## config.mk

```make
export PLATFORM = sky130hd
export DESIGN_NAME = ps2_host_tx
export DESIGN_NICKNAME = d
export VERILOG_FILES = /design/src/rtl/ps2_host_tx_pkg.sv /design/src/rtl/ps2_host_tx_line_filter.sv /design/src/rtl/ps2_host_tx.sv
export SDC_FILE = /design/constraint.sdc
export NUM_CORES = 1
export LEC_CHECK = 0
export CAP_MARGIN = 20
export CORE_AREA = 2 2 89 91
export DETAILED_ROUTE_END_ITERATION = 8
export DIE_AREA = 0 0 91 93
export SLEW_MARGIN = 10
export SYNTH_ARGS = -nofsm -noshare
export SYNTH_HDL_FRONTEND = slang
export SYNTH_SLANG_ARGS = --single-unit
```

## constraint.sdc

```tcl
create_clock -name clk -period 2.2 [get_ports clk]
set_clock_uncertainty 0.1 [all_clocks]
set_input_delay 0.22 -clock clk [delete_from_list [all_inputs] [get_ports clk]]
set_output_delay 0.22 -clock clk [all_outputs]
set_load 0.05 [all_outputs]
```

## src/rtl/ps2_host_tx_pkg.sv

```systemverilog
// Shared types and constants for the PS/2 host-to-device transmitter.
package ps2_host_tx_pkg;

  typedef enum logic [2:0] {
    ST_IDLE,
    ST_INHIBIT,
    ST_REQUEST,
    ST_SHIFT,
    ST_WAIT_RELEASE
  } state_t;

  localparam logic [1:0] ERR_NONE  = 2'd0;
  localparam logic [1:0] ERR_RTS   = 2'd1;
  localparam logic [1:0] ERR_XFER  = 2'd2;
  localparam logic [1:0] ERR_NOACK = 2'd3;

  localparam int unsigned CNT_W = 20;

  // Bit presented for frame position idx: 0..7 data, 8 parity, 9+ stop (released).
  function automatic logic frame_bit(input logic [8:0] frame, input logic [3:0] idx);
    return (idx < 4'd9) ? frame[idx] : 1'b1;
  endfunction

endpackage

```

## src/rtl/ps2_host_tx_line_filter.sv

```systemverilog
// Two-flop synchronizer plus glitch filter for one PS/2 pad.
module ps2_line_filter #(
  parameter int unsigned FILTER_LEN = 8
) (
  input  logic clk,
  input  logic reset,
  input  logic pad_async,
  output logic level
);
  import ps2_host_tx_pkg::*;

  localparam int unsigned CW = (FILTER_LEN > 1) ? $clog2(FILTER_LEN) : 1;
  localparam logic [CW-1:0] LAST = CW'(FILTER_LEN - 1);

  logic [1:0]    sync;
  logic [CW-1:0] cnt;

  // Level follows the synchronized pad only after FILTER_LEN consecutive differing samples.
  always_ff @(posedge clk or posedge reset) begin
    if (reset) begin
      sync  <= 2'b11;
      level <= 1'b1;
      cnt   <= '0;
    end else begin
      sync <= {sync[0], pad_async};
      if (sync[1] == level) begin
        cnt <= '0;
      end else if (cnt == LAST) begin
        level <= sync[1];
        cnt   <= '0;
      end else begin
        cnt <= cnt + CW'(1);
      end
    end
  end

endmodule

```

## src/rtl/ps2_host_tx.sv

```systemverilog
// PS/2 host transmitter: request-to-send, device-clocked frame shift-out, ACK check.
module ps2_host_tx #(
  parameter int unsigned INHIBIT_CYCLES      = 6000,
  parameter int unsigned RTS_TIMEOUT_CYCLES  = 750000,
  parameter int unsigned XFER_TIMEOUT_CYCLES = 100000,
  parameter int unsigned FILTER_LEN          = 8
) (
  input  logic       clk,
  input  logic       reset,
  input  logic [7:0] tx_data,
  input  logic       tx_valid,
  output logic       tx_ready,
  input  logic       ps2_clk_async,
  input  logic       ps2_data_async,
  output logic       ps2_clk_drive_low,
  output logic       ps2_data_drive_low,
  output logic       rx_inhibit,
  output logic       tx_done,
  output logic       tx_error,
  output logic [1:0] tx_err_code
);
  import ps2_host_tx_pkg::*;

  localparam logic [CNT_W-1:0] INH_LAST  = CNT_W'(INHIBIT_CYCLES - 1);
  localparam logic [CNT_W-1:0] RTS_LAST  = CNT_W'(RTS_TIMEOUT_CYCLES - 1);
  localparam logic [CNT_W-1:0] XFER_LAST = CNT_W'(XFER_TIMEOUT_CYCLES - 1);
  localparam logic [CNT_W-1:0] CNT_MAX   = '1;

  state_t           state_q, state_d;
  logic [7:0]       data_q, data_d;
  logic             parity_q, parity_d;
  logic [3:0]       bit_cnt_q, bit_cnt_d;
  logic [CNT_W-1:0] cnt_q, cnt_d;
  logic             clk_dl_q, clk_dl_d;
  logic             dat_dl_q, dat_dl_d;
  logic             done_q, done_d;
  logic             err_q, err_d;
  logic [1:0]       code_q, code_d;
  logic             fail;
  logic [1:0]       fail_code;

  logic clk_f, dat_f, clk_f_prev, fall;

  ps2_line_filter #(.FILTER_LEN(FILTER_LEN)) u_clk_filter (
    .clk       (clk),
    .reset     (reset),
    .pad_async (ps2_clk_async),
    .level     (clk_f)
  );

  ps2_line_filter #(.FILTER_LEN(FILTER_LEN)) u_dat_filter (
    .clk       (clk),
    .reset     (reset),
    .pad_async (ps2_data_async),
    .level     (dat_f)
  );

  assign fall = clk_f_prev & ~clk_f;

  // State and datapath registers; reset releases both pads immediately.
  always_ff @(posedge clk or posedge reset) begin
    if (reset) begin
      state_q    <= ST_IDLE;
      data_q     <= '0;
      parity_q   <= 1'b0;
      bit_cnt_q  <= '0;
      cnt_q      <= '0;
      clk_dl_q   <= 1'b0;
      dat_dl_q   <= 1'b0;
      done_q     <= 1'b0;
      err_q      <= 1'b0;
      code_q     <= ERR_NONE;
      clk_f_prev <= 1'b1;
    end else begin
      state_q    <= state_d;
      data_q     <= data_d;
      parity_q   <= parity_d;
      bit_cnt_q  <= bit_cnt_d;
      cnt_q      <= cnt_d;
      clk_dl_q   <= clk_dl_d;
      dat_dl_q   <= dat_dl_d;
      done_q     <= done_d;
      err_q      <= err_d;
      code_q     <= code_d;
      clk_f_prev <= clk_f;
    end
  end

  // Next-state logic; timeouts are tested before fall so they take priority.
  always_comb begin
    state_d   = state_q;
    data_d    = data_q;
    parity_d  = parity_q;
    bit_cnt_d = bit_cnt_q;
    cnt_d     = (cnt_q == CNT_MAX) ? cnt_q : cnt_q + CNT_W'(1);
    clk_dl_d  = clk_dl_q;
    dat_dl_d  = dat_dl_q;
    done_d    = 1'b0;
    err_d     = 1'b0;
    code_d    = code_q;
    fail      = 1'b0;
    fail_code = ERR_NONE;

    case (state_q)
      ST_IDLE: begin
        clk_dl_d = 1'b0;
        dat_dl_d = 1'b0;
        if (tx_valid) begin
          data_d   = tx_data;
          parity_d = ~^tx_data;
          code_d   = ERR_NONE;
          cnt_d    = '0;
          clk_dl_d = 1'b1;
          state_d  = ST_INHIBIT;
        end
      end
      ST_INHIBIT: begin
        if (cnt_q >= INH_LAST) begin
          clk_dl_d  = 1'b0;
          dat_dl_d  = 1'b1;
          bit_cnt_d = '0;
          cnt_d     = '0;
          state_d   = ST_REQUEST;
        end
      end
      ST_REQUEST: begin
        if (cnt_q >= RTS_LAST) begin
          fail      = 1'b1;
          fail_code = ERR_RTS;
        end else if (fall) begin
          dat_dl_d  = ~data_q[0];
          bit_cnt_d = 4'd1;
          cnt_d     = '0;
          state_d   = ST_SHIFT;
        end
      end
      ST_SHIFT: begin
        if (cnt_q >= XFER_LAST) begin
          fail      = 1'b1;
          fail_code = ERR_XFER;
        end else if (fall) begin
          if (bit_cnt_q == 4'd10) begin
            // Transfer timer keeps running into WAIT_RELEASE.
            if (!dat_f) state_d = ST_WAIT_RELEASE;
            else begin
              fail      = 1'b1;
              fail_code = ERR_NOACK;
            end
          end else begin
            dat_dl_d  = ~frame_bit({parity_q, data_q}, bit_cnt_q);
            bit_cnt_d = bit_cnt_q + 4'd1;
          end
        end
      end
      ST_WAIT_RELEASE: begin
        if (cnt_q >= XFER_LAST) begin
          fail      = 1'b1;
          fail_code = ERR_XFER;
        end else if (clk_f && dat_f) begin
          clk_dl_d = 1'b0;
          dat_dl_d = 1'b0;
          done_d   = 1'b1;
          state_d  = ST_IDLE;
        end
      end
      default: begin
        clk_dl_d = 1'b0;
        dat_dl_d = 1'b0;
        state_d  = ST_IDLE;
      end
    endcase

    if (fail) begin
      clk_dl_d = 1'b0;
      dat_dl_d = 1'b0;
      err_d    = 1'b1;
      code_d   = fail_code;
      state_d  = ST_IDLE;
    end
  end

  assign tx_ready           = (state_q == ST_IDLE);
  assign rx_inhibit         = (state_q != ST_IDLE);
  assign ps2_clk_drive_low  = clk_dl_q;
  assign ps2_data_drive_low = dat_dl_q;
  assign tx_done            = done_q;
  assign tx_error           = err_q;
  assign tx_err_code        = code_q;

endmodule
```

==> results of run 1 <==
-- cell families after synthesis --
kind of cell	after synthesis	synth area share
muxes	17	0.0716
DFF	55	0.469
buffers and inverters	23	0.0305
adders and majority gates	8	0.0339
xor gates and xnor gates	22	0.0652
and+or+nand+nor	120	0.213
AOI/OAI and AO/OA	51	0.117
-- sequential cells by signal, indices dropped and copies added (netlist names), 2 cells and up --
register and count:
cnt_q 20, bit_cnt_q 4, data_q 8, u_clk_filter.sync 2, u_dat_filter.cnt 3, state_q 3, u_dat_filter.sync 2, tx_err_code 2
u_clk_filter.cnt 3
-- metrics by stage --
stage               area, um2  std cells  hold WS (ns)
floorplan                2960        296         0.124
global placement         3500        436         0.246
detailed placement       3500        436         0.247
CTS                      3580        444         0.178
global route             3610        446         0.197
finish                   3610        446         0.169
-- what timing repair did --
action,in CTS,in global routing
setup endpoints to repair,0,12
buffers inserted,0,2
gates resized for setup,0,2
-- cell type report --
cell class | count | area [um2] | area share
clock buffer | 6 | 72.6 | 0.0201
clock inverter | 2 | 12.5 | 0.00347
timing repair buffer | 55 | 483 | 0.134
tap | 102 | 128 | 0.0354
multi-input combinational | 218 | 1490 | 0.414
inverter | 8 | 33.8 | 0.00937
sequential | 55 | 1390 | 0.384
-- cells in the final DEF, fill, tap and decap left out, drive strengths merged, types with 8 or more instances in the layout --
master,netlist,layout
a21oi,11,11
buf,3,37
clkdlybuf4s50,0,18
dfrtp,48,48
ha,8,8
mux2,10,10
nand2,17,17
nand3,20,20
nor2,32,32
nor3,10,10
o21ai,9,9
xnor2,11,11
xor2,11,11
-- worst max-delay path, cell delays in order (launching register included) --
cell,delay [ns]
dfrtp_1,0.42
mux4_2,0.51
and2_4,0.17
a211oi_2,0.18
o31ai_1,0.08
or4_4,0.53
a21oi_2,0.12
-- layer usage --
metal | track usage | vias up
met2 | 0.252 | 37
li1 | - | 1154
met5 | 0 | -
met3 | 0.0250 | 7
met1 | 0.219 | 1158
met4 | 0.0480 | 0
-- how the worst min path moves through the flow --
stage / from / to / slack (ns) / depth (start not counted)
floorplan: ps2_clk_async / u_clk_filter.sync[0] / 0.12 / 0
global placement: u_clk_filter.sync[0] / u_clk_filter.sync[1] / 0.25 / 0
detailed placement: u_clk_filter.sync[0] / u_clk_filter.sync[1] / 0.25 / 0
CTS: reset / cnt_q[15] / 0.18 / 3
global route: reset / u_clk_filter.cnt[2] / 0.20 / 3
finish: reset / state_q[0] / 0.17 / 3
-- where the power goes --
group / switching (mW) / total [mW] / internal, mW
clock: 0.326 / 0.550 / 0.223
combinational: 0.828 / 1.61 / 0.784
sequential: 0.193 / 1.46 / 1.27
total: 1.35 / 3.62 / 2.28
==> metrics.txt, run 1 <==
hold_buf cts 0; fin util 0.479; setup ws final 0.0348 ns; DR pass1 iterations 5; Crit Path Class register to register; Synth Warn # 0; port bufs 20; met2 wire len 3010 um; Pleak 1.57 nW; HPWL after DPL 4610 um; status complete, no violations; fmax 462 MHz; headroom to the max-slew limit 0.656; met3 WL post-DR 165 um; Critical R2R Capture ps2_data_drive_low; CP Capture Type register; Root Driver clkbuf_8; Worst Tran Pin Value 0.514 ns; Starting Density 0.392; top-count cell post-synth dfrtp_1; power density cells 1000 nW/um2; number of max-cap violations 0; critical-path maximum fanout 3; DP Worst Slack 0.0164 ns; Synth top area share 0.407; #FFs+latches synth 55; Worst IR Drop VDD 427 uV; count of pins over their slew limit 0; GRT Total Usage 0.157; Sinks on Clock Net 55; Gate Count Post-Synth 296; synth top area cells dfrtp_1 (41%), dfstp_2 (6.2%), nor2_1 (4.1%); share of layout cells above drive strength 1 0.212; Via density 5.28; post-synth cell types 53; Fin. Hold Viols 0; crit path time final 2.17 ns; Final nets 364; RSZ-0062 raised after global routing true; largest net degree at the start of global routing 56; CTS Buf Count 5; critical path startpoint bit_cnt_q[1]; Yosys top cell by area dfrtp_1; Final Wtd Congestion 0.841; deepest clock path buffer count 2; DRC Markers 0; startpoint types register; H-tree depth 2; initial antenna violation count 0; Min-Delay Path Class input port to asynchronous set/reset pin; PnR Total Power 3.62 mW; highest routed layer met4; Worst R2R Setup Slack 0.03 ns; Via Count 2356; Setup TNS 0 ns; reg2reg start bit_cnt_q[1]; top cells by count, synth dfrtp_1 (48), nor2_1 (32), nand3_1 (20), nand2_1 (17), clkbuf_1 (12); die width 91 um; CP Capture Point ps2_data_drive_low; row cnt 32; first-pass GRT wire length 10800 um; I/O pins 21; Avg Cell Area, Syn 9.98 um2; total die area 8460 um2; synthesized area 2950 um2; vias in the first global route 2250; ANT nets after route 0; Fill cells 726; FFs w/ async S/R, synth 1.00; Data required, critical path 2.35 ns; routed length per instance 14.3 um; 1st-iter DRT viols 92; worst skew pair latency 0.31 ns; Post-synth top flop dfrtp_1; Finish-stage setup viols 0; Inserted Diodes 0; CTS tree done; core footprint 7530 um2; CP Data Arrival Time 2.32 ns; register area share after synthesis 0.469; routed metal-1 wirelength 3170 um; final WL 6390 um; grt ovf 0; Final Cycle Share 0.984; die height 93 um; CTS clk-pin slew, worst paths 0.10 ns; EDFF count, synth 0; Syn Nets 317; FF-to-FF path depth 6; Area Growth Syn to Fin 22.1%
(Power assumes the default switching activity.)
==> inputs of run 2 (changes only) <==
--- a/config.mk
+++ b/config.mk
@@ -7,7 +7,9 @@
 export LEC_CHECK = 0
 export CAP_MARGIN = 20
-export CORE_AREA = 2 2 89 91
+export CORE_AREA = 2 2 78 80
 export DETAILED_ROUTE_END_ITERATION = 8
-export DIE_AREA = 0 0 91 93
+export DIE_AREA = 0 0 80 82
+export GPL_TIMING_DRIVEN = 1
+export PLACE_DENSITY = 0.74
 export SLEW_MARGIN = 10
 export SYNTH_ARGS = -nofsm -noshare
==> constraint.sdc (replaced) <==
create_clock -name clk -period 2.2 [get_ports clk]
set_clock_uncertainty 0.1 [all_clocks]
set_input_delay 0.66 -clock clk [delete_from_list [all_inputs] [get_ports clk]]
set_output_delay 0.66 -clock clk [all_outputs]
set_load 0.05 [all_outputs]
==> run 2 against run 1 <==
Compared with the run above: largest cell class unchanged; power up 7.2%; register-to-register slack is essentially flat; first-iteration DRC count is 110% higher.
==> metrics.txt, run 2 (same netlist as run 1, synthesis figures left out) <==
Via Count 2471; Switching Share 0.361; CP top delay family flip-flops; Finish-stage setup viols 0; grt ovf 0; vias in the first global route 2218; max reg flops 20; Setup TNS 0 ns; total die area 6560 um2; DRC Markers 0; core footprint 5750 um2; Hold Startpoint u_dat_filter.sync[0]; CP Capture Type primary output; status complete, no violations; Crit Path Class register to primary output; headroom to the max-slew limit 0.638; critical-path maximum fanout 3; slowest CP cell dfrtp_2; share of layout cells above drive strength 1 0.268; met2 Usage GRT 0.339; crit path cell chain or3_4, clkinvlp_4, buf_12; Top Registers cnt_q: 20 flops, data_q: 8 flops, bit_cnt_q: 4 flops; CTS Buf Count 5; internal power 2.48 mW; Root Driver clkbuf_8; HPWL after DPL 4630 um; most common cell after layout, fill and taps aside buf_4; NetSw 1.40 mW; Final nets 371; Inserted Diodes 0; Via density 5.80; H-tree depth 2; Clock Power Share 0.173; I/O pins 21; number of max-cap violations 0; port bufs 20; first-pass GRT wire length 10600 um; max incr delay on CP 0.43 ns; setup ws final 0.0310 ns; Area Growth Syn to Fin 24.4%; crit path time final 2.17 ns; buffer and inverter count on the worst path 2; Pleak 1.63 nW; final WL 6670 um; Fin. Hold Viols 0; 1st-iter DRT viols 195; CTS tree done; register area 1390 um2; DR pass1 iterations 5; Data required, critical path 1.44 ns; ANT nets after route 0; fin util 0.640; CTS clk-pin slew, worst paths 0.10 ns; power density cells 1060 nW/um2; area used by multi-input combinational logic 1520 um2; row cnt 28; largest net degree at the start of global routing 56; Final Cycle Share 0.986; die width 80 um; Fill cells 475; routed length per instance 15.7 um; Comb power frac 0.457; GR Util met1 0.295; Hold WS 0.267 ns; fmax 461 MHz; reg2reg start bit_cnt_q[1]; critical path startpoint state_q[2]; Worst IR Drop VDD 652 uV; grt met3 use 0.0341; GRT Total Usage 0.210; DP Worst Slack -0.117 ns; Reg with most FFs cnt_q; CP Data Arrival Time 1.41 ns; Min-Delay Path Class register to register; RSZ-0062 raised after global routing true; Sinks on Clock Net 55; initial antenna violation count 0; deepest clock path buffer count 2; Sequential Power Share 0.370; most frequent cells in the layout buf_4 (47), dfrtp_1 (46), nor2_1 (31); Worst Tran Pin Value 0.542 ns; Final Wtd Congestion 0.857; Starting Density 0.514; startpoint types register; worst skew pair latency 0.31 ns; count of pins over their slew limit 0; PnR Total Power 3.88 mW; Most Crowded Layer GR met2; die height 82 um
==> run 2: changes by cell type in the layout (fill, tap and decap cells not counted), moves of 2 or more <==
cell	change
dfrtp_1	-2
clkdlybuf4s50_1	-6
buf_4	+12
dfrtp_2	+2
==> run 2: timing repair <==
item	4_1_cts	5_1_grt
endpoints found under the setup margin	23	28
buffers inserted	2	2
hold buffers	0	0
resized for setup	3	8
pin swaps	4	3
==> run 2: final cells by class <==
type	instances	area share
tap	75	0.0255
sequential	55	0.378
multi-input combinational	218	0.413
clock inverter	2	0.0102
timing repair buffer	62	0.145
clock buffer	6	0.0197
inverter	8	0.00919
==> run 2: power groups by stage <==
stage / clock network [mW] / registers [mW] / logic, mW
floorplan: 0 / 1.47 / 1.03
global placement: 0 / 1.46 / 1.64
detailed placement: 0 / 1.48 / 1.68
CTS: 0.686 / 1.44 / 1.74
global route: 0.722 / 1.47 / 1.94
finish: 0.670 / 1.44 / 1.78
==> run 2: per-layer routing <==
layer | wire length (um) | vias up
met5 | 0 | -
met2 | 3100 | 79
met1 | 3130 | 1213
met3 | 348 | 12
li1 | - | 1167
met4 | 97 | 0
==> run 2: worst paths after layout <==
check / endpoint / slack [ns] / depth (start not counted)
max reg2reg: ps2_data_drive_low / 0.04 / 6
max: tx_ready / 0.03 / 3
min reg2reg: u_dat_filter.sync[1] / 0.27 / 0
min: u_dat_filter.sync[1] / 0.27 / 0
max in group asynchronous: u_dat_filter.sync[0] / 1.10 / 3
min in group asynchronous: cnt_q[4] / 0.61 / 3
==> run 2: per-stage QoR <==
step,cell area [um2],instances
floorplan,2960,296
global placement,3500,414
detailed placement,3500,414
CTS,3630,424
global route,3670,426
finish,3670,426
==> inputs of run 3 (changes only) <==
- CORE_AREA: 2 2 78 80 -> 2 2 75 77
- DIE_AREA: 0 0 80 82 -> 0 0 77 79
- PLACE_DENSITY: 0.74 -> 0.77
- clock period: 2.2 -> 2.21 ns (I/O delays scaled with it)
==> run 3 against run 2 <==
Compared with the run above: combinational power is essentially flat; via count down 1.6%; core utilization is 5.2 points higher; sequential power about the same; worst hold slack worse by 0.0075 ns; register-to-register slack better by 0.06 ns; critical path depth stayed put; setup slack better by 0.043 ns; die area is 7.3% lower; cell count is 1.4% lower; count of clock-buffer cells in the layout unchanged; non-clock buffer count shrank 3.
==> metrics.txt, run 3 (same netlist as run 1, synthesis figures left out) <==
grt met3 use 0.0511; total die area 6080 um2; port bufs 20; buffer and inverter count on the worst path 2; Crit Path Class register to primary output; final WL 6450 um; I/O pins 21; crit path cell chain or3_4, clkinvlp_4, buf_12; Top Registers cnt_q: 20 flops, data_q: 8 flops, bit_cnt_q: 4 flops; initial antenna violation count 0; crit path time final 2.14 ns; Worst IR Drop VDD 674 uV; Via density 5.79; grt ovf 0; DR pass1 iterations 5; CP top delay family flip-flops; deepest clock path buffer count 2; Min-Delay Path Class register to register; power density cells 1090 nW/um2; Sinks on Clock Net 55; fmax 468 MHz; largest net degree at the start of global routing 56; CTS clk-pin slew, worst paths 0.09 ns; routed length per instance 15.4 um; Starting Density 0.553; die height 79 um; critical-path maximum fanout 3; ANT nets after route 0; share of layout cells above drive strength 1 0.273; CP Capture Type primary output; number of max-cap violations 0; GRT Total Usage 0.225; Pleak 1.61 nW; Reg with most FFs cnt_q; 1st-iter DRT viols 167; core footprint 5340 um2; CTS Buf Count 5; DRC Markers 0; PnR Total Power 4.02 mW; fin util 0.692; Data required, critical path 1.45 ns; max incr delay on CP 0.42 ns; count of pins over their slew limit 0; headroom to the max-slew limit 0.652; slowest CP cell dfrtp_2; vias in the first global route 2331; row cnt 27; status complete, no violations; Final nets 368; max reg flops 20; Setup TNS 0 ns; CP Data Arrival Time 1.37 ns; Inserted Diodes 0; first-pass GRT wire length 10900 um; most frequent cells in the layout dfrtp_1 (43), buf_4 (43), nor2_1 (31); Area Growth Syn to Fin 25.0%; startpoint types register; die width 77 um; Most Crowded Layer GR met2; Fin. Hold Viols 0; H-tree depth 2; Root Driver clkbuf_8; Final Wtd Congestion 0.938; Final Instance Area 3690 um2; CTS tree done; GR Util met1 0.300; placed cell areas 3440 um2; Finish-stage setup viols 0; HPWL after DPL 4600 um; Worst Tran Pin Value 0.521 ns; worst skew pair latency 0.31 ns; Final Cycle Share 0.967; Via Count 2432; met2 Usage GRT 0.374
==> run 3: layout make-up <==
type | count | area (um2)
sequential | 55 | 1390
timing repair buffer | 59 | 514
tap | 72 | 90.1
clock buffer | 6 | 72.6
multi-input combinational | 218 | 1530
clock inverter | 2 | 60.1
inverter | 8 | 33.8
fill | 421 | 1650
==> run 3: where the power goes <==
part | internal (mW) | switching [mW]
sequential | 1.27 | 0.183
combinational | 0.890 | 0.910
clock | 0.453 | 0.318
==> run 3: final timing paths <==
check | startpoint | cells after the start | to | slack [ns]
min | u_clk_filter.sync[0] | 0 | u_clk_filter.sync[1] | 0.26
max in group asynchronous | reset | 3 | u_dat_filter.sync[1] | 1.09
max reg2reg | bit_cnt_q[1] | 6 | ps2_data_drive_low | 0.10
max | state_q[2] | 3 | tx_ready | 0.07
min in group asynchronous | reset | 3 | cnt_q[7] | 0.63
min reg2reg | u_clk_filter.sync[0] | 0 | u_clk_filter.sync[1] | 0.26
==> run 3: timing repair <==
item / 4_1_cts / 5_1_grt
setup buffers: 3 / 5
resized for setup: 6 / 13
hold buffers: 0 / 0
endpoints found under the setup margin: 23 / 27
hold endpoints to repair: 0 / 0
pin swaps: 4 / 6
==> run 3: metrics by stage <==
| stage | std cells | hold WS, ns | setup WS, ns |
|---|---|---|---|
| global route | 420 | 0.268 | -0.00481 |
| CTS | 415 | 0.261 | 0.0131 |
| detailed placement | 404 | 0.247 | -0.0830 |
| finish | 420 | 0.259 | 0.0736 |
| global placement | 404 | 0.247 | -0.0100 |
| floorplan | 296 | 0.245 | 0.0477 |
==> run 3: metal layers <==
metal	routed length, um	share of wire
met3	318	0.049
met4	74	0.011
met2	3140	0.49
met1	2910	0.45
met5	0	0
